### src/rtl/mul_defs_pkg.sv
// Shared op and state encodings for the sequential multiplier and the
// execute-stage decoder.
package mul_defs_pkg;

    typedef enum logic [1:0] {
        OP_MUL    = 2'b00,
        OP_MULH   = 2'b01,
        OP_MULHSU = 2'b10,
        OP_MULHU  = 2'b11
    } op_e;

    typedef enum logic [1:0] {
        S_IDLE = 2'd0,
        S_PP   = 2'd1,
        S_FIN  = 2'd2
    } state_e;

    // Magnitude of a 32-bit operand; 0x80000000 stays 0x80000000 as unsigned.
    function automatic logic [31:0] mag32(input logic [31:0] v, input logic sgn);
        return (sgn && v[31]) ? (~v + 32'd1) : v;
    endfunction

endpackage

### src/rtl/vedic_16x16.sv
// Combinational 16x16 unsigned multiplier built from four 8x8 sub-products
// (vertical-and-crosswise split).
module vedic_16x16 (
    input  logic [15:0] a,
    input  logic [15:0] b,
    output logic [31:0] p
);

    logic [15:0] ll, hl, lh, hh;

    // Four 8x8 partial products recombined with 8-bit-aligned shifts.
    always_comb begin
        ll = {8'd0, a[7:0]}  * {8'd0, b[7:0]};
        hl = {8'd0, a[15:8]} * {8'd0, b[7:0]};
        lh = {8'd0, a[7:0]}  * {8'd0, b[15:8]};
        hh = {8'd0, a[15:8]} * {8'd0, b[15:8]};
        p  = {16'd0, ll}
           + ({16'd0, hl} << 8)
           + ({16'd0, lh} << 8)
           + ({hh, 16'd0});
    end

endmodule

### src/rtl/mul_seq_32x32.sv
// Multi-cycle 32x32 multiplier: one shared 16x16 array, four partial-product
// cycles into a 64-bit accumulator, sign fix-up, word select by opcode.
module mul_seq_32x32
    import mul_defs_pkg::*;
(
    input  logic        clk,
    input  logic        rst_n,
    input  logic        start,
    input  logic [1:0]  op,
    input  logic [31:0] rs1,
    input  logic [31:0] rs2,
    output logic        busy,
    output logic        done,
    output logic [31:0] result
);

    state_e      state_q, state_d;
    logic [1:0]  cnt;
    logic [63:0] acc;
    op_e         op_q;
    logic [31:0] a_mag, b_mag;
    logic        neg;

    logic        cap_en, acc_en, fin_en, busy_d;
    logic        a_sgn, b_sgn;
    logic [15:0] ha, hb;
    logic [31:0] pp;
    logic [63:0] pp_sh, acc_sum, prod;

    // Operand signedness depends on the opcode; MUL/MULHU are unsigned.
    always_comb begin
        a_sgn = (op_e'(op) == OP_MULH) || (op_e'(op) == OP_MULHSU);
        b_sgn = (op_e'(op) == OP_MULH);
    end

    // Operand-half mux: pick the 16-bit halves for the current partial product.
    always_comb begin
        ha = a_mag[15:0];
        hb = b_mag[15:0];
        unique case (cnt)
            2'd0: begin ha = a_mag[15:0];  hb = b_mag[15:0];  end
            2'd1: begin ha = a_mag[31:16]; hb = b_mag[15:0];  end
            2'd2: begin ha = a_mag[15:0];  hb = b_mag[31:16]; end
            2'd3: begin ha = a_mag[31:16]; hb = b_mag[31:16]; end
        endcase
    end

    vedic_16x16 u_mul (
        .a (ha),
        .b (hb),
        .p (pp)
    );

    // Align the partial product and add; the true product fits in 64 bits.
    always_comb begin
        pp_sh = {32'd0, pp};
        unique case (cnt)
            2'd0:       pp_sh = {32'd0, pp};
            2'd1, 2'd2: pp_sh = {16'd0, pp, 16'd0};
            2'd3:       pp_sh = {pp, 32'd0};
        endcase
        acc_sum = acc + pp_sh;
        prod    = neg ? (~acc + 64'd1) : acc;
    end

    // State register.
    always_ff @(posedge clk or negedge rst_n) begin
        if (!rst_n) state_q <= S_IDLE;
        else        state_q <= state_d;
    end

    // Next-state logic; start is only looked at in IDLE, so it never queues.
    always_comb begin
        state_d = state_q;
        unique case (state_q)
            S_IDLE:  if (start) state_d = S_PP;
            S_PP:    if (cnt == 2'd3) state_d = S_FIN;
            S_FIN:   state_d = S_IDLE;
            default: state_d = S_IDLE;
        endcase
    end

    // Output/enable decode from the current state.
    always_comb begin
        cap_en = (state_q == S_IDLE) && start;
        acc_en = (state_q == S_PP);
        fin_en = (state_q == S_FIN);
        busy_d = (state_d != S_IDLE);
    end

    // Datapath registers and registered outputs.
    always_ff @(posedge clk or negedge rst_n) begin
        if (!rst_n) begin
            cnt    <= 2'd0;
            acc    <= 64'd0;
            op_q   <= OP_MUL;
            a_mag  <= 32'd0;
            b_mag  <= 32'd0;
            neg    <= 1'b0;
            busy   <= 1'b0;
            done   <= 1'b0;
            result <= 32'd0;
        end else begin
            busy <= busy_d;
            done <= fin_en;
            if (cap_en) begin
                op_q  <= op_e'(op);
                a_mag <= mag32(rs1, a_sgn);
                b_mag <= mag32(rs2, b_sgn);
                neg   <= (a_sgn & rs1[31]) ^ (b_sgn & rs2[31]);
                acc   <= 64'd0;
                cnt   <= 2'd0;
            end else if (acc_en) begin
                acc <= acc_sum;
                cnt <= cnt + 2'd1;
            end
            if (fin_en)
                result <= (op_q == OP_MUL) ? prod[31:0] : prod[63:32];
        end
    end

endmodule

### config.mk
export PLATFORM = sky130hd
export DESIGN_NAME = mul_seq_32x32
export DESIGN_NICKNAME = d
export VERILOG_FILES = /design/src/rtl/mul_defs_pkg.sv /design/src/rtl/vedic_16x16.sv /design/src/rtl/mul_seq_32x32.sv
export SDC_FILE = /design/constraint.sdc
export NUM_CORES = 1
export LEC_CHECK = 0
export CAP_MARGIN = 30
export CORE_ASPECT_RATIO = 0.7
export CORE_MARGIN = 3
export CORE_UTILIZATION = 60
export CTS_CLUSTER_DIAMETER = 50
export CTS_CLUSTER_SIZE = 12
export DETAILED_ROUTE_END_ITERATION = 6
export PLACE_DENSITY_LB_ADDON = 0.25
export SLEW_MARGIN = 20
export SYNTH_ARGS = -nofsm -noshare
export SYNTH_HDL_FRONTEND = slang
export SYNTH_HIERARCHICAL = 1
export SYNTH_SLANG_ARGS = --single-unit
### constraint.sdc
create_clock -name clk -period 13.9 [get_ports clk]
set_clock_uncertainty 0.2 [all_clocks]
set_input_delay 4.17 -clock clk [delete_from_list [all_inputs] [get_ports clk]]
set_output_delay 4.17 -clock clk [all_outputs]
set_load 0.1 [all_outputs]
== Yosys cells after proc, flatten, opt, wreduce, memory -nomap -nowiden ==
Cells that the tools add are included.

* Register bits after elaboration: 169
* Bits of input ports: 69
* Output and inout port bits: 34

* Add/sub/neg operators: 8
* Multipliers: 4
* Equality and inequality tests: 7
* Multiplexer cells: 14
* Bitwise operators: 6
* Reductions and logical operators: 14

{| class="wikitable"
|+ Operator list
! operator !! number
|-
| $mux 64 || 3
|-
| $pmux 64 s3 || 1
|-
| $mux 32 || 3
|-
| $add 32x1->32 const B || 2
|-
| $add 64x1->64 const B || 1
|-
| $add 64x64->64 || 1
|-
| $mul 8x8->16 || 4
|-
| $not 32->32 || 2
|-
| $not 64->64 || 1
|-
| $pmux 16 s2 || 2
|-
| $add 32x24->32 || 1
|-
| $add 32x32->32 || 1
|-
| $add 16x24->25 || 1
|-
| $reduce_or 2->1 || 5
|-
| $eq 2x2->1 const B || 4
|-
| $mux 2 || 4
|-
| $eq 2x1->1 const B || 3
|-
| $logic_not 2->1 || 3
|-
| $pmux 2 s2 || 1
|-
| $reduce_bool 2->1 || 2
|-
| $logic_and 1x1->1 || 3
|-
| $add 2x1->2 const B || 1
|-
| $and 1x1->1 || 2
|-
| $logic_or 1x1->1 || 1
|-
| $xor 1x1->1 || 1
|}

== Depth between registers and ports, before layout ==
* Depth in word-level cells: 11
* Mapped depth: 53
* Gate-level depth less buffers: 50

== Modules after synthesis ==
Netlist, hierarchy kept.

{| class="wikitable"
|+ By module, submodules not included
! module !! times used !! cells an instance !! area each (µm²) !! sequential area each (µm²)
|-
| mul_seq_32x32 || 1 || 1700 || 13644.3 || 4229.1
|-
| vedic_16x16 || 1 || 1174 || 9870.7 || 0.0
|}

== Least setup slack after synthesis ==
Ideal clock, no wire load.

* Path kind: register to register
* Start point: register cnt[0]
* End point: register acc[59]
* Data arrival time: 11.432 ns
* Required time: 13.631 ns
* Path slack: 2.198 ns
* Cell stages (with the launch flop): 49
* Buffers on the path: 3
* Clock period less this slack: 11.702 ns
* Cell sequence: dfrtp_1 -> ha_1 -> clkbuf_1 -> nor2_1 -> clkbuf_1 -> mux2_2 -> clkbuf_1 -> and2_1 -> fa_1 -> inv_1 -> fa_1 -> fa_1 -> fa_1 -> inv_1 -> ha_1 -> a21oi_1 -> xnor2_1 -> ha_1 -> [13 not listed] -> or2_2 -> o22a_1 -> nor3b_1 -> a2111oi_2 -> nor3_2 -> xnor2_1 -> a22o_1 -> ha_1 -> nand2_1 -> nor2_1 -> a211oi_1 -> o31a_1 -> or3_1 -> a22o_1 -> nor2_1 -> a31oi_1 -> or4_1 -> nand3_1

* Cells in the longest elaborated chain, start to end: 11
* Elaborated cells between the ends (all ways): 22
* Those cells by class: add/sub: 4; mul: 4; eq/ne: 3; mux: 5; reduce/logical: 6

{| class="wikitable"
|+ Ends and longest elaborated chain
! what !! line !! source
|-
| start, declared || mul_seq_32x32.sv:18 || <nowiki>logic [1:0] cnt;</nowiki>
|-
| start signal, assigned || mul_seq_32x32.sv:115 || <nowiki>cnt <= cnt + 2'd1;</nowiki>
|-
| $eq 2x2->1 (tied with other cells) || mul_seq_32x32.sv:40 || <nowiki>unique case (cnt)</nowiki>
|-
| $reduce_or 2->1 (no line) || -- ||
|-
| $pmux 16 s2 (*) || mul_seq_32x32.sv:40 ||
|-
| net ha[9] || mul_seq_32x32.sv:26 || <nowiki>logic [15:0] ha, hb;</nowiki>
|-
| $mul 8x8->16 || vedic_16x16.sv:14 || <nowiki>hl = {8'd0, a[15:8]} * {8'd0, b[7:0]};</nowiki>
|-
| $add 16x24->25 || vedic_16x16.sv:18 || <nowiki>+ ({16'd0, hl} << 8)</nowiki>
|-
| $add 32x24->32 || vedic_16x16.sv:19 || <nowiki>+ ({16'd0, lh} << 8)</nowiki>
|-
| $add 32x32->32 (*) || vedic_16x16.sv:20 || <nowiki>+ ({hh, 16'd0});</nowiki>
|-
| net pp[31] || mul_seq_32x32.sv:27 || <nowiki>logic [31:0] pp;</nowiki>
|-
| $pmux 64 s3 (*) || mul_seq_32x32.sv:57 || <nowiki>unique case (cnt)</nowiki>
|-
| $add 64x64->64 (*) || mul_seq_32x32.sv:62 || <nowiki>acc_sum = acc + pp_sh;</nowiki>
|-
| $mux 64 (*) || mul_seq_32x32.sv:113 || <nowiki>end else if (acc_en) begin</nowiki>
|-
| $mux 64 (*) || mul_seq_32x32.sv:106 || <nowiki>if (cap_en) begin</nowiki>
|-
| end signal, assigned || mul_seq_32x32.sv:114 || <nowiki>acc <= acc_sum;</nowiki>
|-
| end, declared || mul_seq_32x32.sv:19 || <nowiki>logic [63:0] acc;</nowiki>
|}

The timed path passes the listed nets; every way through them passes the cells marked *. The select of a mux whose other input is x is not followed.
A chain may end at the register's enable or synchronous reset.

== Worst setup path after layout ==
* Start point: register cnt[0]
* End point: register acc[60]

* Cells in the longest elaborated chain, start to end: 11
* Elaborated cells between the ends (all ways): 22
* Those cells by class: add/sub: 4; mul: 4; eq/ne: 3; mux: 5; reduce/logical: 6

{| class="wikitable"
|+ Ends and longest elaborated chain
! what !! line
|-
| $eq 2x2->1 (tied with other cells) || mul_seq_32x32.sv:40
|-
| $reduce_or 2->1 (no line) || --
|-
| $pmux 16 s2 (*) || mul_seq_32x32.sv:40
|-
| net hb[7] || mul_seq_32x32.sv:26
|-
| $mul 8x8->16 (on tied branches) || vedic_16x16.sv:13, vedic_16x16.sv:14
|-
| $add 16x24->25 (*) || vedic_16x16.sv:18
|-
| $add 32x24->32 (*) || vedic_16x16.sv:19
|-
| $add 32x32->32 (*) || vedic_16x16.sv:20
|-
| net pp[31] || mul_seq_32x32.sv:27
|-
| $pmux 64 s3 (*) || mul_seq_32x32.sv:57
|-
| $add 64x64->64 (*) || mul_seq_32x32.sv:62
|-
| $mux 64 (*) || mul_seq_32x32.sv:113
|-
| $mux 64 (*) || mul_seq_32x32.sv:106
|}

Marks and branches as above.

==> results.cfg <==
[run_status]
status = finished clean

[critical_path]
critPathLaunchType = flop
path_buf_inv = 7
crit_fanout = 21
crit_path_start = cnt[0]$_DFFE_PN0P_
r2r_start = cnt[0]$_DFFE_PN0P_
endpoint_kind = flop
worst_path_dominant_cell_family = adder cells
arrival_ns = 13.20
crit_slowest_cell = fa_1
worst_ep_required_time_ns = 14.02
worst-setup-path-type = flop to flop
ff2ff_path_depth = 47
rrSetupSlack_ns = 0.82
critPathMaxStageDelay_ns = 0.54
rr_endpoint = acc[60]$_DFFE_PN0P_

[hold_path]
worstHoldStart = a_mag[23]$_DFFE_PN0P_
min_to = a_mag[23]$_DFFE_PN0P_
worstHoldPathCells = 2
worst_hold_path_type = flop to flop

[floorplanning]
fp.coreArea_sq_mm = 0.0379
num_io_pins = 103
start_util_pct = 62.1
die_h_microns = 172
fp.dieArea_sq_mm = 0.0416
chipWidth_microns = 243
num_rows = 59

[grt]
antenna_found_initial = 0
gr-total-overflow = 0
grt_first_pass_wirelength_microns = 117000
grt_max_degree = 127
grt_pass1_vias = 20700
grt_use_total_pct = 36.0

[flow_run]
maxCapViolCount = 0

[synthesis]
syn_area_per_cell_sq_um = 8.18
synth_area_leaders = dfrtp_1, fa_1, ha_1
netlist_area_sq_mm = 0.0235
syn_nets = 3354
ys.flop_type = dfrtp_1
ys_seq_area_share_pct = 18.0
yosys.area.top_type = dfrtp_1
ys_seq_elements = 169
yosysUniqueCellTypes = 82
synth_edf_count = 0
yosysMostFrequentCell = nand2_1
async_flop_share_pct = 100
netlist_top_cells_count = nand2_1, inv_1, ha_1, and2_1, o21ai_0
synth_top_area_share_pct = 18.0
synth_warnings = 6
synth_cells = 2874

[cts]
postCtsHoldBufs = 0
cts_resized = 0
clock-sinks = 169
clockRootBuffer = clkbuf_16
clk_latency_ns = 0.47
cts_max_path_buffers = 2
clk_pin_slew_ns = 0.08
cts_tree = yes
numCtsBuffers = 17
cts.htree.levels = 4
post_cts_buffers = 0

[cells_and_area]
area_growth_pct = 8.58
final-seq-area_sq_mm = 0.00423
multi_input_area_sq_mm = 0.0178
fillers = 3153
drive_gt1_share_pct = 4.14
nNetsFinal = 3365

[sta]
finalWorstSetupSlack_ns = 0.824
hold_violations = 0
fmax_mhz = 76.5
slew_headroom_pct = 31.5
rsz0062_at_grt = no
setup_tns_ns = 0
whs_ns = 0.279
setup_viol = 0
period_share_pct = 94.1
tightestPinTransition_ns = 1.02
slew_viol_final = 0
finalCriticalPeriod_ns = 13.08

[routing]
num_vias = 21400
routed_wl_microns = 74500
dr.pass1.iters = 6
wl_per_cell_microns = 21.8
drtAntennaViolNets = 0
first_iter_violations = 2350
drt-vias-per-instance = 6.26
drcViolationCount = 0

[placed_design]
dp_slack_ns = 1.08
globalplace.congestion = 1.01
io_buffer_count = 102
place_hpwl_microns = 59700
-- final cells by class --
type	count	area share, %
antenna	3	0.0294
clock buffer	17	1.67
clock inverter	15	0.735
inverter	283	4.16
multi-input combinational	2291	69.5
sequential	169	16.6
tap	518	2.54
timing repair buffer	123	4.77
-- state kept, by name, summed over array words and instances, names as in the netlist, 2 cells and up --
signal   count
acc         64
a_mag       32
b_mag       32
result      32
cnt          2
op_q         2
state_q      2
-- logic make-up (layout without fill, tap and decap cells) --
logic type | after synthesis | in the layout | share of synthesized area, %
AO/OA/AOI/OAI | 685 | 685 | 18.3
adder cells (fa/ha/maj) | 411 | 411 | 27.1
flip-flops | 169 | 169 | 18.0
XOR/XNOR | 240 | 240 | 8.94
multiplexers | 35 | 35 | 1.66
AND/OR/NAND/NOR | 920 | 920 | 19.4
other | 0 | 3 | 0
buffers and inverters | 414 | 438 | 6.64
-- cells in the final DEF (no fill, tap or decap), types with 8 or more instances in the layout --
master             n
or2_2              8
nor3_1            46
clkbuf_16         17
a22o_1            38
ha_1             248
and3_1            11
nor2b_1           13
nand2_1          357
nand4_1           20
mux2_2            32
o41ai_1            8
o21bai_1          23
a211oi_1          12
or3_1             20
o211ai_1           9
o21ai_1           18
inv_1            283
a21o_1            70
xor2_1           107
nor4_1            24
nor2_1           121
and2_1           221
nand2b_1          14
clkdlybuf4s50_1  101
o21ai_0          202
or4_1             10
nand3_1           27
buf_4             18
o31ai_1           30
dfrtp_1          169
xnor2_1          133
a21oi_1          188
fa_1             163
a31oi_1           14
o21a_1            10
-- metal layers --
metal / share of wire, % / wire length (microns) / global-route usage (%)
met5: 0.18 / 137 / 2.26
met4: 1.6 / 1180 / 7.01
met3: 13 / 9330 / 11.7
met2: 39 / 29200 / 49.9
met1: 46 / 34600 / 54.5
-- worst max path at each step --
stage                                endpoint  depth (start not counted)
after floorplan           acc[59]$_DFFE_PN0P_                         48
after global placement    acc[60]$_DFFE_PN0P_                         47
after detailed placement  acc[60]$_DFFE_PN0P_                         45
after CTS                 acc[60]$_DFFE_PN0P_                         45
after global routing      acc[61]$_DFFE_PN0P_                         47
final                     acc[60]$_DFFE_PN0P_                         47
-- tightest hold or removal path: cells and delay by family, from the launching register on --
family | cells | cell delay [ns]
compound gates | 1 | 0.06
flops | 1 | 0.35
simple gates | 1 | 0.04
-- stage by stage --
step           instances  utilization [%]  cell area, sq um
3_3_place_gp        3380             65.6             24800
6_report            3419             67.4             25500
3_5_place_dp        3381             65.6             24800
4_1_cts             3413             67.2             25500
2_1_floorplan       2874                -             23500
5_1_grt             3416             67.4             25500
Power is not shown: default switching activity piles up to over one toggle a cycle in this logic, so the estimate is an artifact.
